<file path="src/rtl/id_stage_pipe_pkg.sv">
// Shared decode encodings and the ID/EXE control bundle for the decode stage.
// Used by controller, id_stage_pipe and the bench.
package id_pkg;

  typedef enum logic [3:0] {
    EXE_ADD = 4'd0,
    EXE_SUB = 4'd2,
    EXE_AND = 4'd4,
    EXE_OR  = 4'd5,
    EXE_NOR = 4'd6,
    EXE_XOR = 4'd7,
    EXE_SHL = 4'd8,
    EXE_SRA = 4'd9,
    EXE_SRL = 4'd10
  } exe_cmd_e;

  typedef enum logic [1:0] {
    BR_NONE = 2'd0,
    BR_BEZ  = 2'd1,
    BR_BNE  = 2'd2,
    BR_JMP  = 2'd3
  } br_type_e;

  localparam logic [5:0] OP_NOP  = 6'd0;
  localparam logic [5:0] OP_ADD  = 6'd1;
  localparam logic [5:0] OP_SUB  = 6'd3;
  localparam logic [5:0] OP_AND  = 6'd5;
  localparam logic [5:0] OP_OR   = 6'd6;
  localparam logic [5:0] OP_NOR  = 6'd7;
  localparam logic [5:0] OP_XOR  = 6'd8;
  localparam logic [5:0] OP_SLA  = 6'd9;
  localparam logic [5:0] OP_SLL  = 6'd10;
  localparam logic [5:0] OP_SRA  = 6'd11;
  localparam logic [5:0] OP_SRL  = 6'd12;
  localparam logic [5:0] OP_ADDI = 6'd32;
  localparam logic [5:0] OP_SUBI = 6'd33;
  localparam logic [5:0] OP_LD   = 6'd36;
  localparam logic [5:0] OP_ST   = 6'd37;
  localparam logic [5:0] OP_BEZ  = 6'd40;
  localparam logic [5:0] OP_BNE  = 6'd41;
  localparam logic [5:0] OP_JMP  = 6'd42;

  localparam int unsigned REG_ZERO = 0;

  // Control half of the ID/EXE register; the datapath fields are DATA_W-sized in the stage.
  typedef struct packed {
    exe_cmd_e cmd;
    br_type_e br_type;
    logic     mem_r;
    logic     mem_w;
    logic     wb_en;
    logic     single_src;
    logic     is_bne;
  } id_ex_t;

endpackage

</file>
<file path="src/rtl/id_stage_pipe_if.sv">
// IF/ID, write-back and ID/EXE signal bundle of the decode stage.
// master drives instructions/write-back and observes the ID/EXE outputs; slave is the stage.
interface id_stage_pipe_if #(
  parameter int DATA_W = 32,
  parameter int RA_W   = 5
);
  logic              if_valid;
  logic [31:0]       instr;
  logic              id_ready;
  logic              ex_stall;
  logic              flush;
  logic              wb_en;
  logic [RA_W-1:0]   wb_dest;
  logic [DATA_W-1:0] wb_data;
  logic              ex_valid;
  logic [RA_W-1:0]   ex_dest;
  logic [DATA_W-1:0] ex_val1;
  logic [DATA_W-1:0] ex_val2;
  logic [DATA_W-1:0] ex_reg2;
  logic [RA_W-1:0]   ex_src1;
  logic [RA_W-1:0]   ex_src2;
  logic [3:0]        ex_cmd;
  logic [1:0]        ex_br_type;
  logic              ex_mem_r;
  logic              ex_mem_w;
  logic              ex_wb_en;
  logic              ex_single_src;
  logic              ex_is_bne;
  logic              hazard;

  modport master (
    output if_valid, instr, ex_stall, flush, wb_en, wb_dest, wb_data,
    input  id_ready, ex_valid, ex_dest, ex_val1, ex_val2, ex_reg2, ex_src1, ex_src2,
           ex_cmd, ex_br_type, ex_mem_r, ex_mem_w, ex_wb_en, ex_single_src, ex_is_bne, hazard
  );

  modport slave (
    input  if_valid, instr, ex_stall, flush, wb_en, wb_dest, wb_data,
    output id_ready, ex_valid, ex_dest, ex_val1, ex_val2, ex_reg2, ex_src1, ex_src2,
           ex_cmd, ex_br_type, ex_mem_r, ex_mem_w, ex_wb_en, ex_single_src, ex_is_bne, hazard
  );
endinterface

</file>
<file path="src/rtl/controller.sv">
// Combinational opcode decode into EXE command, branch type and enables.
// Zero latency, no state.
module controller
  import id_pkg::*;
(
  input  logic [5:0] opcode_i,
  output exe_cmd_e   exe_cmd_o,
  output br_type_e   br_type_o,
  output logic       mem_r_o,
  output logic       mem_w_o,
  output logic       wb_en_o,
  output logic       is_imm_o,
  output logic       single_src_o,
  output logic       is_bne_o
);

  always_comb begin
    exe_cmd_o    = EXE_ADD;
    br_type_o    = BR_NONE;
    mem_r_o      = 1'b0;
    mem_w_o      = 1'b0;
    wb_en_o      = 1'b0;
    is_imm_o     = 1'b0;
    single_src_o = 1'b0;
    is_bne_o     = 1'b0;
    case (opcode_i)
      OP_ADD:  begin exe_cmd_o = EXE_ADD; wb_en_o = 1'b1; end
      OP_SUB:  begin exe_cmd_o = EXE_SUB; wb_en_o = 1'b1; end
      OP_AND:  begin exe_cmd_o = EXE_AND; wb_en_o = 1'b1; end
      OP_OR:   begin exe_cmd_o = EXE_OR;  wb_en_o = 1'b1; end
      OP_NOR:  begin exe_cmd_o = EXE_NOR; wb_en_o = 1'b1; end
      OP_XOR:  begin exe_cmd_o = EXE_XOR; wb_en_o = 1'b1; end
      OP_SLA,
      OP_SLL:  begin exe_cmd_o = EXE_SHL; wb_en_o = 1'b1; end
      OP_SRA:  begin exe_cmd_o = EXE_SRA; wb_en_o = 1'b1; end
      OP_SRL:  begin exe_cmd_o = EXE_SRL; wb_en_o = 1'b1; end
      OP_ADDI: begin exe_cmd_o = EXE_ADD; wb_en_o = 1'b1; is_imm_o = 1'b1; single_src_o = 1'b1; end
      OP_SUBI: begin exe_cmd_o = EXE_SUB; wb_en_o = 1'b1; is_imm_o = 1'b1; single_src_o = 1'b1; end
      OP_LD:   begin mem_r_o = 1'b1; wb_en_o = 1'b1; is_imm_o = 1'b1; single_src_o = 1'b1; end
      // Stores need rt as data, so they are not single-source.
      OP_ST:   begin mem_w_o = 1'b1; is_imm_o = 1'b1; end
      OP_BEZ:  begin br_type_o = BR_BEZ; is_imm_o = 1'b1; single_src_o = 1'b1; end
      OP_BNE:  begin br_type_o = BR_BNE; is_imm_o = 1'b1; is_bne_o = 1'b1; end
      OP_JMP:  begin br_type_o = BR_JMP; is_imm_o = 1'b1; single_src_o = 1'b1; end
      default: ;
    endcase
  end

endmodule

</file>
<file path="src/rtl/id_stage_pipe_reg_file_bypass.sv">
// Register file, two combinational read ports, one write port; r0 is hard zero.
// ID_BYPASS_EN: reads of the register being written this cycle return wb data.
module reg_file_bypass #(
  parameter  int DATA_W  = 32,
  parameter  int REG_CNT = 32,
  localparam int RA_W    = $clog2(REG_CNT)
) (
  input  logic              clk,
  input  logic              rst,
  input  logic [RA_W-1:0]   ra1_i,
  input  logic [RA_W-1:0]   ra2_i,
  input  logic              we_i,
  input  logic [RA_W-1:0]   wa_i,
  input  logic [DATA_W-1:0] wd_i,
  output logic [DATA_W-1:0] rd1_o,
  output logic [DATA_W-1:0] rd2_o
);
  import id_pkg::*;

  logic [DATA_W-1:0] mem_q [REG_CNT];
  logic              wr_ok;

  assign wr_ok = we_i && (wa_i != RA_W'(REG_ZERO));

  always_ff @(posedge clk or posedge rst) begin
    if (rst) begin
      for (int i = 0; i < REG_CNT; i++) mem_q[i] <= '0;
    end else if (wr_ok) begin
      mem_q[wa_i] <= wd_i;
    end
  end

  always_comb begin
    rd1_o = (ra1_i == RA_W'(REG_ZERO)) ? '0 : mem_q[ra1_i];
    rd2_o = (ra2_i == RA_W'(REG_ZERO)) ? '0 : mem_q[ra2_i];
`ifdef ID_BYPASS_EN
    if (wr_ok && (ra1_i == wa_i)) rd1_o = wd_i;
    if (wr_ok && (ra2_i == wa_i)) rd2_o = wd_i;
`endif
  end

endmodule

</file>
<file path="src/rtl/id_stage_pipe.sv">
// Decode stage with registered ID/EXE output (1 cycle); stalls IF on load-use or ex_stall.
// Optional same-cycle write-back bypass in the register file under ID_BYPASS_EN.
module id_stage_pipe
  import id_pkg::*;
#(
  parameter  int DATA_W  = 32,
  parameter  int REG_CNT = 32,
  localparam int RA_W    = $clog2(REG_CNT)
) (
  input logic         clk,
  input logic         rst,
  id_stage_pipe_if.slave bus
);

  logic [RA_W-1:0]   rs, rt, rd, dest;
  logic [DATA_W-1:0] rd1, rd2, imm_ext, val2;
  exe_cmd_e          dec_cmd;
  br_type_e          dec_br;
  logic              dec_mem_r, dec_mem_w, dec_wb_en, dec_imm, dec_ss, dec_bne;
  id_ex_t            dec_ctrl;
  logic              hazard;

  logic              ex_valid_q, ex_valid_d;
  id_ex_t            ctrl_q, ctrl_d;
  logic [RA_W-1:0]   dest_q, dest_d, src1_q, src1_d, src2_q, src2_d;
  logic [DATA_W-1:0] val1_q, val1_d, val2_q, val2_d, reg2_q, reg2_d;

  assign rs      = bus.instr[21 +: RA_W];
  assign rt      = bus.instr[16 +: RA_W];
  assign rd      = bus.instr[11 +: RA_W];
  assign imm_ext = DATA_W'($signed(bus.instr[15:0]));

  controller u_ctrl (
    .opcode_i     (bus.instr[31:26]),
    .exe_cmd_o    (dec_cmd),
    .br_type_o    (dec_br),
    .mem_r_o      (dec_mem_r),
    .mem_w_o      (dec_mem_w),
    .wb_en_o      (dec_wb_en),
    .is_imm_o     (dec_imm),
    .single_src_o (dec_ss),
    .is_bne_o     (dec_bne)
  );

  reg_file_bypass #(.DATA_W(DATA_W), .REG_CNT(REG_CNT)) u_rf (
    .clk   (clk),
    .rst   (rst),
    .ra1_i (rs),
    .ra2_i (rt),
    .we_i  (bus.wb_en),
    .wa_i  (bus.wb_dest),
    .wd_i  (bus.wb_data),
    .rd1_o (rd1),
    .rd2_o (rd2)
  );

  assign dest     = dec_imm ? rt : rd;
  assign val2     = dec_imm ? imm_ext : rd2;
  assign dec_ctrl = '{cmd: dec_cmd, br_type: dec_br, mem_r: dec_mem_r, mem_w: dec_mem_w,
                      wb_en: dec_wb_en, single_src: dec_ss, is_bne: dec_bne};

  // Only a load in ID/EXE can't be forwarded in time; single-source ops don't read rt.
  assign hazard = bus.if_valid && ex_valid_q && ctrl_q.mem_r &&
                  (dest_q != RA_W'(REG_ZERO)) &&
                  ((rs == dest_q) || (!dec_ss && (rt == dest_q)));

  always_comb begin
    ex_valid_d = ex_valid_q;
    ctrl_d     = ctrl_q;
    dest_d     = dest_q;
    src1_d     = src1_q;
    src2_d     = src2_q;
    val1_d     = val1_q;
    val2_d     = val2_q;
    reg2_d     = reg2_q;
    if (bus.flush) begin
      ex_valid_d = 1'b0;
      ctrl_d     = '0;
    end else if (bus.ex_stall) begin
      ex_valid_d = ex_valid_q;
    end else if (hazard) begin
      ex_valid_d = 1'b0;
      ctrl_d     = '0;
    end else begin
      ex_valid_d = bus.if_valid;
      ctrl_d     = bus.if_valid ? dec_ctrl : '0;
      dest_d     = dest;
      src1_d     = rs;
      src2_d     = rt;
      val1_d     = rd1;
      val2_d     = val2;
      reg2_d     = rd2;
    end
  end

  always_ff @(posedge clk or posedge rst) begin
    if (rst) begin
      ex_valid_q <= 1'b0;
      ctrl_q     <= '0;
      dest_q     <= '0;
      src1_q     <= '0;
      src2_q     <= '0;
      val1_q     <= '0;
      val2_q     <= '0;
      reg2_q     <= '0;
    end else begin
      ex_valid_q <= ex_valid_d;
      ctrl_q     <= ctrl_d;
      dest_q     <= dest_d;
      src1_q     <= src1_d;
      src2_q     <= src2_d;
      val1_q     <= val1_d;
      val2_q     <= val2_d;
      reg2_q     <= reg2_d;
    end
  end

  assign bus.id_ready      = !hazard && !bus.ex_stall;
  assign bus.hazard        = hazard;
  assign bus.ex_valid      = ex_valid_q;
  assign bus.ex_dest       = dest_q;
  assign bus.ex_val1       = val1_q;
  assign bus.ex_val2       = val2_q;
  assign bus.ex_reg2       = reg2_q;
  assign bus.ex_src1       = src1_q;
  assign bus.ex_src2       = src2_q;
  assign bus.ex_cmd        = ctrl_q.cmd;
  assign bus.ex_br_type    = ctrl_q.br_type;
  assign bus.ex_mem_r      = ctrl_q.mem_r;
  assign bus.ex_mem_w      = ctrl_q.mem_w;
  assign bus.ex_wb_en      = ctrl_q.wb_en;
  assign bus.ex_single_src = ctrl_q.single_src;
  assign bus.ex_is_bne     = ctrl_q.is_bne;

endmodule

</file>
<file path="src/flat_wrapper.sv">
// flat-port wrapper written by rule: the top's interface ports become plain ports
module id_stage_pipe_flat import id_pkg::*;
#(
  parameter  int DATA_W  = 32,
  parameter  int REG_CNT = 32,
  localparam int RA_W    = $clog2(REG_CNT)
)
  (clk, rst, bus_if_valid, bus_instr, bus_ex_stall, bus_flush, bus_wb_en, bus_wb_dest, bus_wb_data, bus_id_ready, bus_ex_valid, bus_ex_dest, bus_ex_val1, bus_ex_val2, bus_ex_reg2, bus_ex_src1, bus_ex_src2, bus_ex_cmd, bus_ex_br_type, bus_ex_mem_r, bus_ex_mem_w, bus_ex_wb_en, bus_ex_single_src, bus_ex_is_bne, bus_hazard);
  id_stage_pipe_if #(.DATA_W(DATA_W), .RA_W(5)) bus_i ();
  input logic clk;
  input logic rst;
  input wire logic [$bits(bus_i.if_valid)-1:0] bus_if_valid;
  input wire logic [$bits(bus_i.instr)-1:0] bus_instr;
  input wire logic [$bits(bus_i.ex_stall)-1:0] bus_ex_stall;
  input wire logic [$bits(bus_i.flush)-1:0] bus_flush;
  input wire logic [$bits(bus_i.wb_en)-1:0] bus_wb_en;
  input wire logic [$bits(bus_i.wb_dest)-1:0] bus_wb_dest;
  input wire logic [$bits(bus_i.wb_data)-1:0] bus_wb_data;
  output wire logic [$bits(bus_i.id_ready)-1:0] bus_id_ready;
  output wire logic [$bits(bus_i.ex_valid)-1:0] bus_ex_valid;
  output wire logic [$bits(bus_i.ex_dest)-1:0] bus_ex_dest;
  output wire logic [$bits(bus_i.ex_val1)-1:0] bus_ex_val1;
  output wire logic [$bits(bus_i.ex_val2)-1:0] bus_ex_val2;
  output wire logic [$bits(bus_i.ex_reg2)-1:0] bus_ex_reg2;
  output wire logic [$bits(bus_i.ex_src1)-1:0] bus_ex_src1;
  output wire logic [$bits(bus_i.ex_src2)-1:0] bus_ex_src2;
  output wire logic [$bits(bus_i.ex_cmd)-1:0] bus_ex_cmd;
  output wire logic [$bits(bus_i.ex_br_type)-1:0] bus_ex_br_type;
  output wire logic [$bits(bus_i.ex_mem_r)-1:0] bus_ex_mem_r;
  output wire logic [$bits(bus_i.ex_mem_w)-1:0] bus_ex_mem_w;
  output wire logic [$bits(bus_i.ex_wb_en)-1:0] bus_ex_wb_en;
  output wire logic [$bits(bus_i.ex_single_src)-1:0] bus_ex_single_src;
  output wire logic [$bits(bus_i.ex_is_bne)-1:0] bus_ex_is_bne;
  output wire logic [$bits(bus_i.hazard)-1:0] bus_hazard;
  assign bus_i.if_valid = bus_if_valid;
  assign bus_i.instr = bus_instr;
  assign bus_i.ex_stall = bus_ex_stall;
  assign bus_i.flush = bus_flush;
  assign bus_i.wb_en = bus_wb_en;
  assign bus_i.wb_dest = bus_wb_dest;
  assign bus_i.wb_data = bus_wb_data;
  assign bus_id_ready = bus_i.id_ready;
  assign bus_ex_valid = bus_i.ex_valid;
  assign bus_ex_dest = bus_i.ex_dest;
  assign bus_ex_val1 = bus_i.ex_val1;
  assign bus_ex_val2 = bus_i.ex_val2;
  assign bus_ex_reg2 = bus_i.ex_reg2;
  assign bus_ex_src1 = bus_i.ex_src1;
  assign bus_ex_src2 = bus_i.ex_src2;
  assign bus_ex_cmd = bus_i.ex_cmd;
  assign bus_ex_br_type = bus_i.ex_br_type;
  assign bus_ex_mem_r = bus_i.ex_mem_r;
  assign bus_ex_mem_w = bus_i.ex_mem_w;
  assign bus_ex_wb_en = bus_i.ex_wb_en;
  assign bus_ex_single_src = bus_i.ex_single_src;
  assign bus_ex_is_bne = bus_i.ex_is_bne;
  assign bus_hazard = bus_i.hazard;
  id_stage_pipe #(.DATA_W(DATA_W), .REG_CNT(REG_CNT)) u_core (.clk(clk), .rst(rst), .bus(bus_i));
endmodule
</file>
<file path="config.mk">
export PLATFORM = sky130hd
export DESIGN_NAME = id_stage_pipe_flat
export DESIGN_NICKNAME = d
export VERILOG_FILES = /design/src/rtl/id_stage_pipe_pkg.sv /design/src/rtl/id_stage_pipe_if.sv /design/src/rtl/controller.sv /design/src/rtl/id_stage_pipe_reg_file_bypass.sv /design/src/rtl/id_stage_pipe.sv /design/src/flat_wrapper.sv
export SDC_FILE = /design/constraint.sdc
export NUM_CORES = 2
export LEC_CHECK = 0
export CORE_UTILIZATION = 30
export DETAILED_ROUTE_END_ITERATION = 10
export PLACE_DENSITY = 0.52
export SYNTH_ARGS = -nofsm -noshare
export SYNTH_HDL_FRONTEND = slang
export SYNTH_SLANG_ARGS = --single-unit
</file>
<file path="constraint.sdc">
create_clock -name clk -period 50.1 [get_ports clk]
set_input_delay 15.03 -clock clk [delete_from_list [all_inputs] [get_ports clk]]
set_output_delay 15.03 -clock clk [all_outputs]
set_load 0.03 [all_outputs]
</file>
==> out/results.txt <==
Outcome - complete, no violations
Crit path top cell by count - clkdlybuf4s50_1
Cts hold-fix bufs - 0
Die area - 0.199 mm^2
Drc violations - 0
Num ports - 200
Relative slew slack - 0.206
Gr usage total - 0.212
Die Y - 446 um
Routability cong. - 0.803
# setup viols final - 0
IO Port Bufs - 199
Synth cell types - 57
Post-route ant nets - 0
Stages on worst setup path - 8
Via Count - 38100
Fin Setup TNS - 0 ps
Largest area contributor in the netlist - dfrtp_1
CP max stage cell - clkdlybuf4s50_1
Final hold viol count - 0
FF-to-FF setup slack - 45870 ps
Met1 Track Usage GR - 0.275
Clock Tree Buf Depth - 3
Post-synth EDFFs - 0
YS warnings - 0
Number of global-route vias before repair - 39500
Core Footprint - 0.195 mm^2
Syn_nets - 4128
CP cell instances - clkdlybuf4s50_1 > or4b_1 > o32ai_1 > buf_4 > nor4b_2 > a31o_2 > nor2_1 > clkdlybuf4s50_1
Worst R2R Path Depth - 8
Final core area utilization - 0.348
CP startpoint kind - input port
Initial antenna violation count - 17
Max-Cap Viols - 0
Max VDD drop - 0.0000302 V
Fin crit share - 0.657
Clock-pin slew on the worst setup and hold paths - 60 ps
Final wirelength - 210 mm
Met2 GRT Util - 0.351
CP Class - input port to output port
Syn Inst Count - 4053
CP Launch Point - bus_instr[27]
Die span in x - 446 um
Overall Power - 2.80 mW
Std-Cell Rows - 162
Worst skew pair latency - 800 ps
DRT Pass-1 Iters - 5
Top FF cell, synth - dfrtp_1
Post-synthesis sequential area ratio - 0.486
RSZ-0062 raised after global routing - false
Cell area after synthesis - 0.0591 mm^2
Final net count - 4116
Initial Util - 0.302
First-pass GRT wire length - 302 mm
Post-synth top area share - 0.486
H-tree levels - 4
Worst Setup EP - bus_id_ready
Routed vias/inst - 5.63
Tmin final - 32920 ps
Mean Syn Cell Area - 14.6 um^2
Total clock buffers created by CTS - 133
Critical path data arrival time - 17890 ps
Diodes inserted - 0
Critical Path RT - 35070 ps
Cell area power density - 41.2 mW/mm^2
Leak Pwr - 28.7 nW
Asr flop ratio synth - 1.00
Largest net degree at the start of global routing - 159
Clock tree from TritonCTS - yes
Post-DP HPWL - 118 mm
WP buf/inv - 3
Worst setup EP type - output port
Critical R2R Launch - u_core.bus.ex_dest[0]$_DFFE_PP0P_
Top post-synthesis cells by area - dfrtp_1, mux2_2, mux4_2
Max stage delay on crit path - 690 ps
Ratio of cells with drive above 1 in the final layout - 0.453
Fmax - 30.4 MHz
CP top delay family - buffers and inverters
Clock root buffer - clkbuf_16
Worst Clk Skew - 23.7 ps
DRT iter0 DRCs - 3094
CTS Sinks - 1147
Syn-to-layout area delta - 14.9%
Worst hold path type - flip-flop to flip-flop
Worst-Margin Slew - 1190 ps
Grt peak-use layer - met2
DR WL/cell - 31.1 um
Worst-path fanout max - 15
Seq cells post-synth - 1147
Resized cells post-CTS - 0
Met3 Track Usage GR - 0.0354
Reg-to-reg endpoint - u_core.bus.ex_val2[16]$_DFFE_PP0P_
Max-slew violations - 0
Overflow after GRT - 0
Post CTS Setup Buffer Count - 0
==> through the flow <==
stage / cell area (um^2) / setup slack, ps / std cells / hold WS (ps)
3_5_place_dp: 63500 / 17220 / 6530 / 363
2_1_floorplan: 59100 / 2770 / 4053 / 425
4_1_cts: 67900 / 17210 / 6760 / 377
5_1_grt: 67900 / 17100 / 6760 / 381
6_report: 67900 / 17180 / 6760 / 373
3_3_place_gp: 63500 / 17220 / 6530 / 361
==> routing by layer <==
layer	wire, um	up-vias
li1	-	15600
met1	88200	20900
met2	103000	1180
met3	10400	377
met4	8550	8
met5	53	-
==> registers in the layout, summed over array words and instances, names as in the netlist <==
name,count
u_core.bus.ex_src1,5
u_core.bus.ex_mem_r,1
u_core.bus.ex_wb_en,1
u_core.bus.ex_dest,5
u_core.u_rf.mem_q,1024
u_core.bus.ex_val2,32
u_core.bus.ex_valid,1
u_core.bus.ex_single_src,1
u_core.bus.ex_br_type,2
u_core.bus.ex_reg2,32
u_core.bus.ex_val1,32
u_core.bus.ex_src2,5
u_core.bus.ex_cmd,4
u_core.bus.ex_is_bne,1
u_core.bus.ex_mem_w,1
==> cells in the mapped netlist (all sizes together), types with 2 or more instances <==
cell type	number
and3b	3
a2bb2oi	15
and3	2
xor2	6
o21bai	7
mux2	1060
a22oi	51
nor4b	2
a221o	18
nand2	54
mux4	437
nand3	59
o31ai	33
clkbuf	255
xnor2	5
o211ai	16
a31o	2
or3b	5
nand2b	13
a221oi	2
or2	4
a21oi	27
o21ai	111
a211oi	37
nand4	31
dfrtp	1147
a31oi	16
nor3	16
a32o	8
a22o	36
nor2b	7
nor3b	7
buf	200
inv	3
nand3b	9
nor2	63
mux2i	178
o22ai	97
nor4	2
and2	2
==> cell type report <==
| type | count | area, um^2 |
|---|---|---|
| fill | 18900 | 127000 |
| clock inverter | 31 | 430 |
| clock buffer | 199 | 3970 |
| tap | 2624 | 3280 |
| multi-input combinational | 2447 | 28700 |
| timing repair buffer | 308 | 2840 |
| sequential | 1147 | 28700 |
| inverter | 4 | 22.5 |
==> worst min path at each step <==
| stage | cells after the start | from | slack [ps] | end |
|---|---|---|---|---|
| 6_report | 0 | u_core.u_rf.mem_q[1009]$_DFFE_PP0P_ | 370 | u_core.u_rf.mem_q[1009]$_DFFE_PP0P_ |
| 4_1_cts | 0 | u_core.u_rf.mem_q[1020]$_DFFE_PP0P_ | 380 | u_core.u_rf.mem_q[1020]$_DFFE_PP0P_ |
| 5_1_grt | 0 | u_core.u_rf.mem_q[1009]$_DFFE_PP0P_ | 380 | u_core.u_rf.mem_q[1009]$_DFFE_PP0P_ |
| 3_5_place_dp | 0 | u_core.u_rf.mem_q[1017]$_DFFE_PP0P_ | 360 | u_core.u_rf.mem_q[1017]$_DFFE_PP0P_ |
| 3_3_place_gp | 0 | u_core.u_rf.mem_q[1009]$_DFFE_PP0P_ | 360 | u_core.u_rf.mem_q[1009]$_DFFE_PP0P_ |
| 2_1_floorplan | 1 | u_core.u_rf.mem_q[1007]$_DFFE_PP0P_ | 420 | u_core.u_rf.mem_q[1007]$_DFFE_PP0P_ |
==> cell usage in the layout, fill, tap and decap left out, drive strengths merged, types with 54 or more instances in the layout <==
cell type	n
o22ai	97
mux4	437
nand2	54
clkdlybuf4s50	192
dfrtp	1147
clkbuf	200
mux2i	178
buf	115
o21ai	111
mux2	1060
nor2	63
nand3	59
==> cell families (layout without fill, tap and decap cells) <==
group | Yosys count | in the layout | share of synthesized area
xor gates and xnor gates | 11 | 11 | 0.00163
DFF | 1147 | 1147 | 0.486
buffers and inverters | 459 | 542 | 0.0338
and+or+nand+nor | 281 | 281 | 0.0247
AOI/OAI and AO/OA | 480 | 480 | 0.0551
muxes | 1675 | 1675 | 0.399
==> power by group <==
part / internal, mW / total (mW) / switching, mW / leakage, nW
combinational: 0.320 / 0.572 / 0.251 / 11.8
clock: 0.589 / 0.998 / 0.409 / 2.16
sequential: 1.10 / 1.23 / 0.129 / 14.7
Power figures use the tool's default switching activity.
